--- config.mk ---
export PLATFORM = sky130hd
export DESIGN_NAME = best_match_tracker
export DESIGN_NICKNAME = d
export VERILOG_FILES = /design/src/rtl/best_match_pkg.sv /design/src/rtl/fp32_max_select.sv /design/src/rtl/best_match_tracker.sv
export SDC_FILE = /design/constraint.sdc
export NUM_CORES = 1
export LEC_CHECK = 0
export CORE_MARGIN = 2
export CORE_UTILIZATION = 55
export DETAILED_ROUTE_END_ITERATION = 8
export PLACE_DENSITY_LB_ADDON = 0.1
export SLEW_MARGIN = 20
export SYNTH_ARGS = -nofsm -noshare
export SYNTH_HDL_FRONTEND = slang
export SYNTH_SLANG_ARGS = --single-unit
--- constraint.sdc ---
create_clock -name bus_clk -period 3.73 [get_ports bus_clk]
set_clock_uncertainty 0.15 [all_clocks]
set_input_delay 0.9325 -clock bus_clk [delete_from_list [all_inputs] [get_ports bus_clk]]
set_output_delay 0.9325 -clock bus_clk [all_outputs]
set_load 0.005 [all_outputs]
--- src/rtl/best_match_pkg.sv ---
// Shared types, constants and fp32 helpers for the best-match tracker.
`timescale 1ns/1ps
package best_match_pkg;

   typedef enum logic [1:0] {
      ACCUM      = 2'd0,
      EMIT_IDX   = 2'd1,
      EMIT_SCORE = 2'd2
   } state_e;

   localparam logic [31:0] FP32_NEG_INF = 32'hFF800000;

   // Record word 0 layout: {found, zero pad, idx}
   localparam int REC_FOUND_BIT = 31;
   localparam int REC_IDX_LSB   = 0;

   // NaN: all-ones exponent with a non-zero mantissa (infinities are not NaN)
   function automatic logic fp32_is_nan(input logic [31:0] x);
      return (x[30:23] == 8'hFF) && (x[22:0] != 23'd0);
   endfunction

   // Maps fp32 onto an unsigned key whose integer order matches numeric order,
   // with -0.0 landing just below +0.0
   function automatic logic [31:0] fp32_order_key(input logic [31:0] x);
      return x[31] ? ~x : (x ^ 32'h80000000);
   endfunction

   // Inverse of fp32_order_key, so only the key needs to be stored
   function automatic logic [31:0] fp32_from_key(input logic [31:0] k);
      return k[31] ? (k ^ 32'h80000000) : ~k;
   endfunction

endpackage

--- src/rtl/fp32_max_select.sv ---
// Combinational compare of one candidate score against the running best key.
`timescale 1ns/1ps
module fp32_max_select
   import best_match_pkg::*;
(
   input  logic [31:0] candidate,
   input  logic [31:0] best_key,
   input  logic        found,
   output logic        update,
   output logic [31:0] cand_key
);

   // Strict greater-than keeps the earliest index on ties; NaN never wins
   always_comb begin
      cand_key = fp32_order_key(candidate);
      update   = !fp32_is_nan(candidate) && (!found || (cand_key > best_key));
   end

endmodule

--- src/rtl/best_match_tracker.sv ---
// Tracks the max fp32 score and its index over a sweep, then emits a 2-word record.
`timescale 1ns/1ps
module best_match_tracker
   import best_match_pkg::*;
#(
   parameter int NUM_ENTRIES = 128,
   parameter int IDX_W       = 16
)(
   input  logic        bus_clk,
   input  logic        rst_n,
   input  logic        score_tvalid,
   output logic        score_tready,
   input  logic [31:0] score_tdata,
   input  logic        score_tlast,
   input  logic        fifo_full,
   output logic        fifo_wren,
   output logic [31:0] fifo_din,
   output logic        sweep_done,
   output logic [15:0] sweep_count
);

   localparam logic [IDX_W-1:0] LAST_IDX = IDX_W'(NUM_ENTRIES - 1);

   state_e             state_q, state_d;
   logic [31:0]        best_key_q, best_key_d;
   logic [IDX_W-1:0]   best_idx_q, best_idx_d;
   logic               found_q, found_d;
   logic [IDX_W-1:0]   entry_cnt_q, entry_cnt_d;
   logic [15:0]        sweep_count_q, sweep_count_d;

   logic               accept;
   logic               sweep_end;
   logic               upd;
   logic [31:0]        cand_key;

   fp32_max_select u_sel (
      .candidate (score_tdata),
      .best_key  (best_key_q),
      .found     (found_q),
      .update    (upd),
      .cand_key  (cand_key)
   );

   assign accept    = score_tvalid && score_tready;
   assign sweep_end = score_tlast || (entry_cnt_q == LAST_IDX);

   // Outputs: handshakes and the record word muxed from the registered fields
   always_comb begin
      score_tready = rst_n && (state_q == ACCUM);
      fifo_wren    = ((state_q == EMIT_IDX) || (state_q == EMIT_SCORE)) && !fifo_full;
      sweep_done   = (state_q == EMIT_SCORE) && fifo_wren;
      sweep_count  = sweep_count_q;
      fifo_din     = 32'd0;
      if (state_q == EMIT_IDX) begin
         fifo_din[REC_IDX_LSB +: IDX_W] = best_idx_q;
         fifo_din[REC_FOUND_BIT]        = found_q;
      end else if (state_q == EMIT_SCORE) begin
         fifo_din = found_q ? fp32_from_key(best_key_q) : FP32_NEG_INF;
      end
   end

   // Next state: emit states only move on an actual FIFO write
   always_comb begin
      state_d = state_q;
      case (state_q)
         ACCUM:      if (accept && sweep_end) state_d = EMIT_IDX;
         EMIT_IDX:   if (fifo_wren)           state_d = EMIT_SCORE;
         EMIT_SCORE: if (fifo_wren)           state_d = ACCUM;
         default:                             state_d = ACCUM;
      endcase
   end

   // Datapath: running best, entry counter and sweep counter
   always_comb begin
      best_key_d    = best_key_q;
      best_idx_d    = best_idx_q;
      found_d       = found_q;
      entry_cnt_d   = entry_cnt_q;
      sweep_count_d = sweep_count_q;
      if (state_q == ACCUM && accept) begin
         if (upd) begin
            best_key_d = cand_key;
            best_idx_d = entry_cnt_q;
            found_d    = 1'b1;
         end
         // Hold the counter on the closing score so it never passes NUM_ENTRIES-1
         if (!sweep_end) entry_cnt_d = entry_cnt_q + IDX_W'(1);
      end
      if (state_q == EMIT_SCORE && fifo_wren) begin
         best_key_d    = 32'd0;
         best_idx_d    = '0;
         found_d       = 1'b0;
         entry_cnt_d   = '0;
         sweep_count_d = sweep_count_q + 16'd1;
      end
   end

   // State register
   always_ff @(posedge bus_clk or negedge rst_n) begin
      if (!rst_n) state_q <= ACCUM;
      else        state_q <= state_d;
   end

   // Record and counter registers
   always_ff @(posedge bus_clk or negedge rst_n) begin
      if (!rst_n) begin
         best_key_q    <= 32'd0;
         best_idx_q    <= '0;
         found_q       <= 1'b0;
         entry_cnt_q   <= '0;
         sweep_count_q <= 16'd0;
      end else begin
         best_key_q    <= best_key_d;
         best_idx_q    <= best_idx_d;
         found_q       <= found_d;
         entry_cnt_q   <= entry_cnt_d;
         sweep_count_q <= sweep_count_d;
      end
   end

endmodule

==> metrics.md <==
| Metric | Value |
|---|---|
| Synth Area in XOR/XNOR | `between 10% and 20%` |
| Drt drc | `0` |
| Fin cells | `858` |
| RSZ-0062 raised after global routing | `false` |
| Nets | `794` |
| Clk_lat worst skew | `about 370 ps` |
| Placed insts | `between 800 and 900` |
| Die area | `between 10000 and 15000 um^2` |
| Pint | `~0.0025 W` |
| CP bufs+invs | `2` |
| DR pass1 iterations | `5` |
| Port Buf Inserts | `87` |
| Vias per inst | `about 5.4` |
| Layout cells sized above 1 | `5.79%` |
| Max VDD drop | `approximately 0.00043 V` |
| # IOs | `88` |
| Layout Area Growth over Synthesis | `22.7%` |
| Critical Path AT | `roughly 3600 ps` |
| Pwr Density | `604 nW/um^2` |
| CTS sink cnt | `83` |
| Die Ht | `roughly 100 um` |
| Initial antenna violation count | `0` |
| Post-synthesis sequential area ratio | `between 30 and 40%` |
| Area of the mapped netlist | `5570 um^2` |
| N_diodes | `0` |
| Critical Path Start Type | `input port` |
| Top cells by area, synth | `dfrtp_1 37%, xor2_1 11%, nand2_1 9.0%` |
| Status | `finished clean` |
| Final hold vios | `0` |
| Setup Fix Bufs, Post-CTS | `0` |
| DRT iter0 DRCs | `190` |
| Hpwl dp | `approximately 9400 um` |
| Starting density of the core | `56.7%` |
| CTS max path bufs | `2` |
| Core area | `slightly below 10000 um^2` |
| Syn. warnings | `0` |
| Vias in the first global route | `4555` |
| Setup tns final | `0 ps` |
| Via count | `around 4600` |
| Min Tclk post-route | `approximately 3500 ps` |
| Synth Instances | `about 640` |
| H-tree Lvls | `3` |
| Sw power | `roughly 0.0017 W` |
| Grt ovf | `0` |
| Wire per inst | `between 15 and 20 um` |
| Max cap viols | `0` |
| Reg2reg end | `best_key_q[28]` |
| Main combinational cell family by area after synthesis | `simple AND/OR/NAND/NOR gates` |
| CTS tree | `yes` |
| Crit Path Max Fanout | `12` |
| Syn avg cell area | `a little under 9 um^2` |
| Slew @ Worst Pin | `a little under 1000 ps` |
| Crit end category | `register` |
| Post_cts resized | `0` |
| CTS buffer count | `9` |
| Fmax | `around 0.29 GHz` |
| Sw Share | `40.1%` |
| Slowest-stage cell, CP | `clkdlybuf4s50_1` |
| Final period util | `roughly 93%` |
| Final setup fails | `0` |
| Pin count of the biggest net entering global routing | `99` |
| Seq. cell area | `between 2000 and 2500 um^2` |
| Post-Synthesis Net Count | `709` |
| Lkg Pwr | `between 3 and 4 nW` |
| Total routed wirelength | `13200 um` |
| Class of the worst hold path | `in2async` |
| GRT Total Usage | `25.0%` |
| Clock power frac | `roughly 17%` |
| Util after Layout | `between 60% and 70%` |
| Post-synthesis cell type count | `43` |
| Reg-to-reg critical path startpoint | `best_key_q[31]` |
| Multi-input gate area | `approximately 3200 um^2` |
| Crit path required time | `~3900 ps` |
| Synth area leader | `dfrtp_1` |
| Hold bufs inserted after CTS | `0` |
| Reg2reg path depth | `9` |
| Simple-gate share of the synthesized area | `about 19%` |
| R2r setup slk | `710 ps` |
| Multiplexer share of the synthesized area | `slightly below 9%` |
| Tot Pwr | `slightly above 0.004 W` |
| Synth Area in Adders | `a little over 8%` |
| WS Path Type | `in2reg` |
| Standard-cell rows | `36` |
| First-pass GRT wire length | `22100 um` |
| Headroom to the max-slew limit | `about 36%` |
| # fillers | `836` |
| Top cell type's share of synthesized area | `a little under two fifths` |
| Die X | `around 100 um` |
| Max-slew violations | `0` |
| Register share of total power | `34.0%` |
| Seq cells post-synth | `between 80 and 90` |
| Highest cell delay on the worst timing path | `approximately 500 ps` |
| Comb power frac | `between 40% and 50%` |
| CTS clock-pin slew for the worst setup and hold paths | `~90 ps` |
| Critical Path, Cell by Cell | `clkdlybuf4s50_1 -> xor2_1 -> ha_1 -> nand4_1 -> nor4_2 -> nand2_1 -> and4_4 -> a211oi_4 -> buf_4 -> mux2i_1` |
| Top delay family on crit path | `simple AND/OR/NAND/NOR gates` |
| RePlAce Congestion | `0.869` |
| Root buffer cell | `clkbuf_8` |
| Compound-Gate Fraction of Synth Area | `roughly 7.5%` |
| Detail Route Antenna Nets | `0` |
==> placed cells by master (no fill, tap or decap), drive strengths merged, types with 9 or more instances in the layout <==
| cell type | count |
|---|---|
| o21ai | 34 |
| nand2 | 134 |
| dfrtp | 83 |
| nor2 | 28 |
| ha | 37 |
| nand4 | 16 |
| inv | 40 |
| xnor2 | 16 |
| nand3 | 15 |
| a21oi | 31 |
| or3 | 9 |
| clkbuf | 10 |
| clkdlybuf4s50 | 85 |
| buf | 22 |
| mux2i | 48 |
| xor2 | 67 |
==> worst max path at each step <==
stage	from	end	slack (ps)	depth (start not counted)
after CTS	score_tdata[15]	best_key_q[28]	260	10
final	score_tdata[27]	best_key_q[28]	250	10
after global placement	score_tdata[27]	best_key_q[29]	-10	10
after floorplan	score_tdata[31]	best_key_q[0]	3	11
after detailed placement	score_tdata[29]	best_key_q[28]	-110	10
after global routing	score_tdata[10]	best_key_q[28]	70	10
==> registers in the layout, indices dropped and copies added (netlist names) <==
register and count:
entry_cnt_q 16, found_q 1, best_idx_q 16, state_q 2, best_key_q 32, sweep_count 16
==> cell families (layout without fill, tap and decap cells) <==
family | Yosys count | count (layout)
and+or+nand+nor | 237 | 237
xor gates and xnor gates | 83 | 83
DFF | 83 | 83
AOI/OAI and AO/OA | 75 | 75
buffers and inverters | 71 | 161
muxes | 49 | 49
adders and majority gates | 37 | 37
==> worst reg2reg max path, stage by stage, from the launching register on <==
cell and delay [ps]:
dfrtp_1 640, inv_1 90, ha_1 300, nand4_1 160
nor4_2 360, nand2_1 120, and4_4 220, a211oi_4 350
buf_4 320, mux2i_1 230
==> cells in the mapped netlist, drive strengths merged <==
master	number
and2	5
a41oi	1
nand3	15
a21boi	1
o21ai	34
and3	7
nor3	5
o211ai	1
nor2	28
inv	38
nor4bb	1
nor3b	1
nand4	16
mux2i	48
a21o	2
or3	9
nor4b	2
ha	37
mux2	1
dfrtp	83
a21oi	31
and4	1
buf	12
nand2b	2
nor4	7
nand3b	2
xnor2	16
nand2	134
nor2b	2
a211oi	2
o22a	1
clkbuf	21
a41o	1
xor2	67
a22oi	1
==> power by group through the flow <==
stage	sequential, W	combinational [W]	clock (W)
3_3_place_gp	0.00141	0.00197	0
3_5_place_dp	0.00142	0.00202	0
6_report	0.00140	0.00202	0.000697
5_1_grt	0.00145	0.00227	0.000750
2_1_floorplan	0.00134	0.00135	0
4_1_cts	0.00140	0.00204	0.000708
==> through the flow <==
step | area [um^2] | worst slack (ps) | hold WS [ps]
after global placement | 6620 | -12.2 | 312
after floorplan | 5570 | 2.73 | 318
after detailed placement | 6620 | -108 | 318
after CTS | 6830 | 260 | 271
after global routing | 6830 | 73.9 | 270
final | 6830 | 252 | 286
==> metal layers <==
layer,vias to the layer above,part of all wire (%),track usage [%]
met5,-,0,0
li1,2293,-,-
met4,0,0.82,5.52
met3,10,4.0,4.55
met2,88,47,40.1
met1,2218,48,35.5
==> final cells by class <==
class                           count  share of cell area (%)
Tap cell                          133                    2.44
Multi-Input combinational cell    481                    46.6
Clock buffer                       10                    2.02
Inverter                           38                    2.09
Sequential cell                    83                    30.4
Clock inverter                      6                    1.06
Timing Repair Buffer              107                    15.4
Note: power is estimated with default switching activity, not from simulation.
==> RTL change (same flow settings) <==
Register the output `sweep_count`, cleared by the reset; this adds one clock of latency there. The other outputs are not delayed to match.
--- a/src/rtl/best_match_tracker.sv
+++ b/src/rtl/best_match_tracker.sv
@@ -20,6 +20,8 @@
 );
 
    localparam logic [IDX_W-1:0] LAST_IDX = IDX_W'(NUM_ENTRIES - 1);
+
+   logic [15:0] sweep_count_c;
 
    state_e             state_q, state_d;
    logic [31:0]        best_key_q, best_key_d;
@@ -49,7 +51,7 @@
       score_tready = rst_n && (state_q == ACCUM);
       fifo_wren    = ((state_q == EMIT_IDX) || (state_q == EMIT_SCORE)) && !fifo_full;
       sweep_done   = (state_q == EMIT_SCORE) && fifo_wren;
-      sweep_count  = sweep_count_q;
+      sweep_count_c = sweep_count_q;
       fifo_din     = 32'd0;
       if (state_q == EMIT_IDX) begin
          fifo_din[REC_IDX_LSB +: IDX_W] = best_idx_q;
@@ -118,5 +120,13 @@
       end
    end
 
+   always_ff @(posedge bus_clk or negedge rst_n) begin
+      if (!rst_n) begin
+         sweep_count <= '0;
+      end else begin
+         sweep_count <= sweep_count_c;
+      end
+   end
+
 endmodule
 
Check against the original RTL: not equivalent (a bounded check fails within 4 cycles, from zero or initial values and one cycle with rst_n low).
==> RTL change against the original RTL <==
- largest cell class unchanged
- area after synthesis up 6.7%
- combinational power shrank 2%
- worst hold slack worse by 0.037 ns
- sequential power increased by 16%
- power up 3.3%
- non-clock buffer count is 10 higher
- setup slack got worse by 0.057 ns
- highest routed layer unchanged
- wire length up 4.6%
- clock power is 4.6% lower
- sequential cell count up 16
- register-to-register slack worse by 0.02 ns
- final area up 6.7%
- utilization increased by 0.44 points
==> RTL change: results (changes against the original RTL) <==
Post-CTS sizing = 0 (unchanged)
Pre-antenna DRT Iters = 4 (-1)
Post-synthesis net count = 724 (+2.1%)
Ant diodes = 0 (unchanged)
Distinct cells, synth = 39 (-9.3%)
Synth top cells by count = nand2_1, dfrtp_1, xor2_1
Met2 Resource Use GR = 42.00% (+1.9 points)
Critical path endpoint category = flip-flop
Top reg by flops = best_key_q
Sequential area share after synthesis = 41.69% (+4.4 points)
Leak pwr = 3.440 nW (+10%)
GRT Util Overall = 25.40% (+0.38 points)
Final Wtd Congestion = 0.8710 (+0.26%)
First DRT Iteration DRCs = 209 (+10%)
Met3 Resource Use GR = 6.148% (+1.6 points)
Peak supply drop = 349.6 uV (-18%)
Internal = 2.562 mW (+3.6%)
CTS Buffer Depth = 2 (unchanged)
Final Non-Filler Cells = 886 (+3.3%)
Global-route wire length before repair = 23.07 mm (+4.2%)
Initial antenna violation count = 0 (unchanged)
Number of CTS-inserted buffers = 9 (unchanged)
Mapped Cells = 650 (+2.4%)
Worst-Margin Slew = 0.8871 ns (-0.07508 ns)
Synth top area cells = dfrtp_1, xor2_1, nand2_1
Fraction of layout cells with a size suffix above 1 = 6.800% (+1.0 points)
Post-DP HPWL = 10.10 mm (+6.9%)
H-tree levels = 3 (unchanged)
Placed Cells = 870 (+3.3%)
Critical path arrival = 3.69 ns (+0.08 ns)
Post-CTS setup buffer count = 0 (unchanged)
Post-placement setup slack = -0.1444 ns (-0.03687 ns)
Largest net degree at the start of global routing = 94 (-5.1%)
Clock Pin Slew Worst Setup and Hold Paths = 0.10 ns
Most frequent cell after synthesis = nand2_1
GR Overflow Total = 0 (unchanged)
Vias in the first global route = 4772 (+4.8%)
Final WL = 13.77 mm (+4.6%)
Routing usage on met1 = 33.57% (-1.9 points)
Outcome = completed
# fillers = 841 (+0.60%)
Max Fanout on Critical Path = 9 (-3)
Clock Latency Late Sink = 0.38 ns
Post-layout net count = 819 (+3.1%)
Drt via density = 5.358 (-0.26%)
==> RTL change: cells by family after synthesis <==
family / Yosys count / synth area share, %
DFF: 99 / 41.69
and+or+nand+nor: 241 / 17.69
xor gates and xnor gates: 91 / 13.41
muxes: 51 / 8.654
AOI/OAI and AO/OA: 61 / 5.917
adders and majority gates: 37 / 7.791
buffers and inverters: 70 / 4.843
==> RTL change: final cells by class <==
| class | instances | area, um^2 | area share (%) |
|---|---|---|---|
| clock buffer | 10 | 127.6 | 1.751 |
| clock inverter | 6 | 53.80 | 0.7381 |
| timing repair buffer | 117 | 1142 | 15.67 |
| sequential | 99 | 2477 | 33.99 |
| tap | 136 | 170.2 | 2.334 |
| multi-input combinational | 481 | 3179 | 43.61 |
| inverter | 37 | 138.9 | 1.905 |
==> RTL change: path summary, 6_finish.rpt <==
kind                                               to  slack, ns                          start  cells past startpoint
hold / removal              sweep_count[15]$_DFF_PN0_       0.25                          rst_n                      1
min in group bus_clk        sweep_count[11]$_DFF_PN0_       0.27  sweep_count_c[11]$_DFFE_PN0P_                      0
setup / recovery           best_key_q[27]$_DFFE_PN0P_       0.19                score_tdata[15]                     10
setup reg to reg           best_key_q[27]$_DFFE_PN0P_       0.69     best_key_q[31]$_DFFE_PN0P_                     10
hold reg to reg             sweep_count[11]$_DFF_PN0_       0.27  sweep_count_c[11]$_DFFE_PN0P_                      0
max in group asynchronous  entry_cnt_q[9]$_DFFE_PN0P_       2.18                          rst_n                      2
==> RTL change: power groups by stage <==
stage | Sequential [mW] | Clock (mW) | Combinational, mW
after CTS | 1.62 | 0.681 | 1.99
final | 1.62 | 0.665 | 1.97
after global placement | 1.63 | 0 | 1.89
after floorplan | 1.52 | 0 | 1.31
after detailed placement | 1.64 | 0 | 1.97
after global routing | 1.66 | 0.723 | 2.23
==> RTL change: critical path, stage by stage <==
cell and delay [ns]:
clkdlybuf4s50_1 0.52, xor2_1 0.28, ha_1 0.30, nand4_1 0.15, nor3_1 0.10, a21boi_0 0.14, or4b_1 0.50, o211a_2 0.37
buf_4 0.22, mux2i_1 0.17
==> RTL change: metrics by stage <==
stage	util, %	area, um^2	setup TNS [ns]
after global routing	69.98	7289	0
final	69.98	7289	0
after detailed placement	68.20	7104	-5.489
after global placement	68.20	7104	-2.961
after floorplan	-	5956	0
after CTS	69.95	7286	0
==> RTL change: layer usage <==
metal / share of wire (%) / vias to the layer above
li1: - / 2345
met1: 44 / 2274
met2: 49 / 108
met3: 5.1 / 20
met4: 1.6 / 0
met5: 0 / -
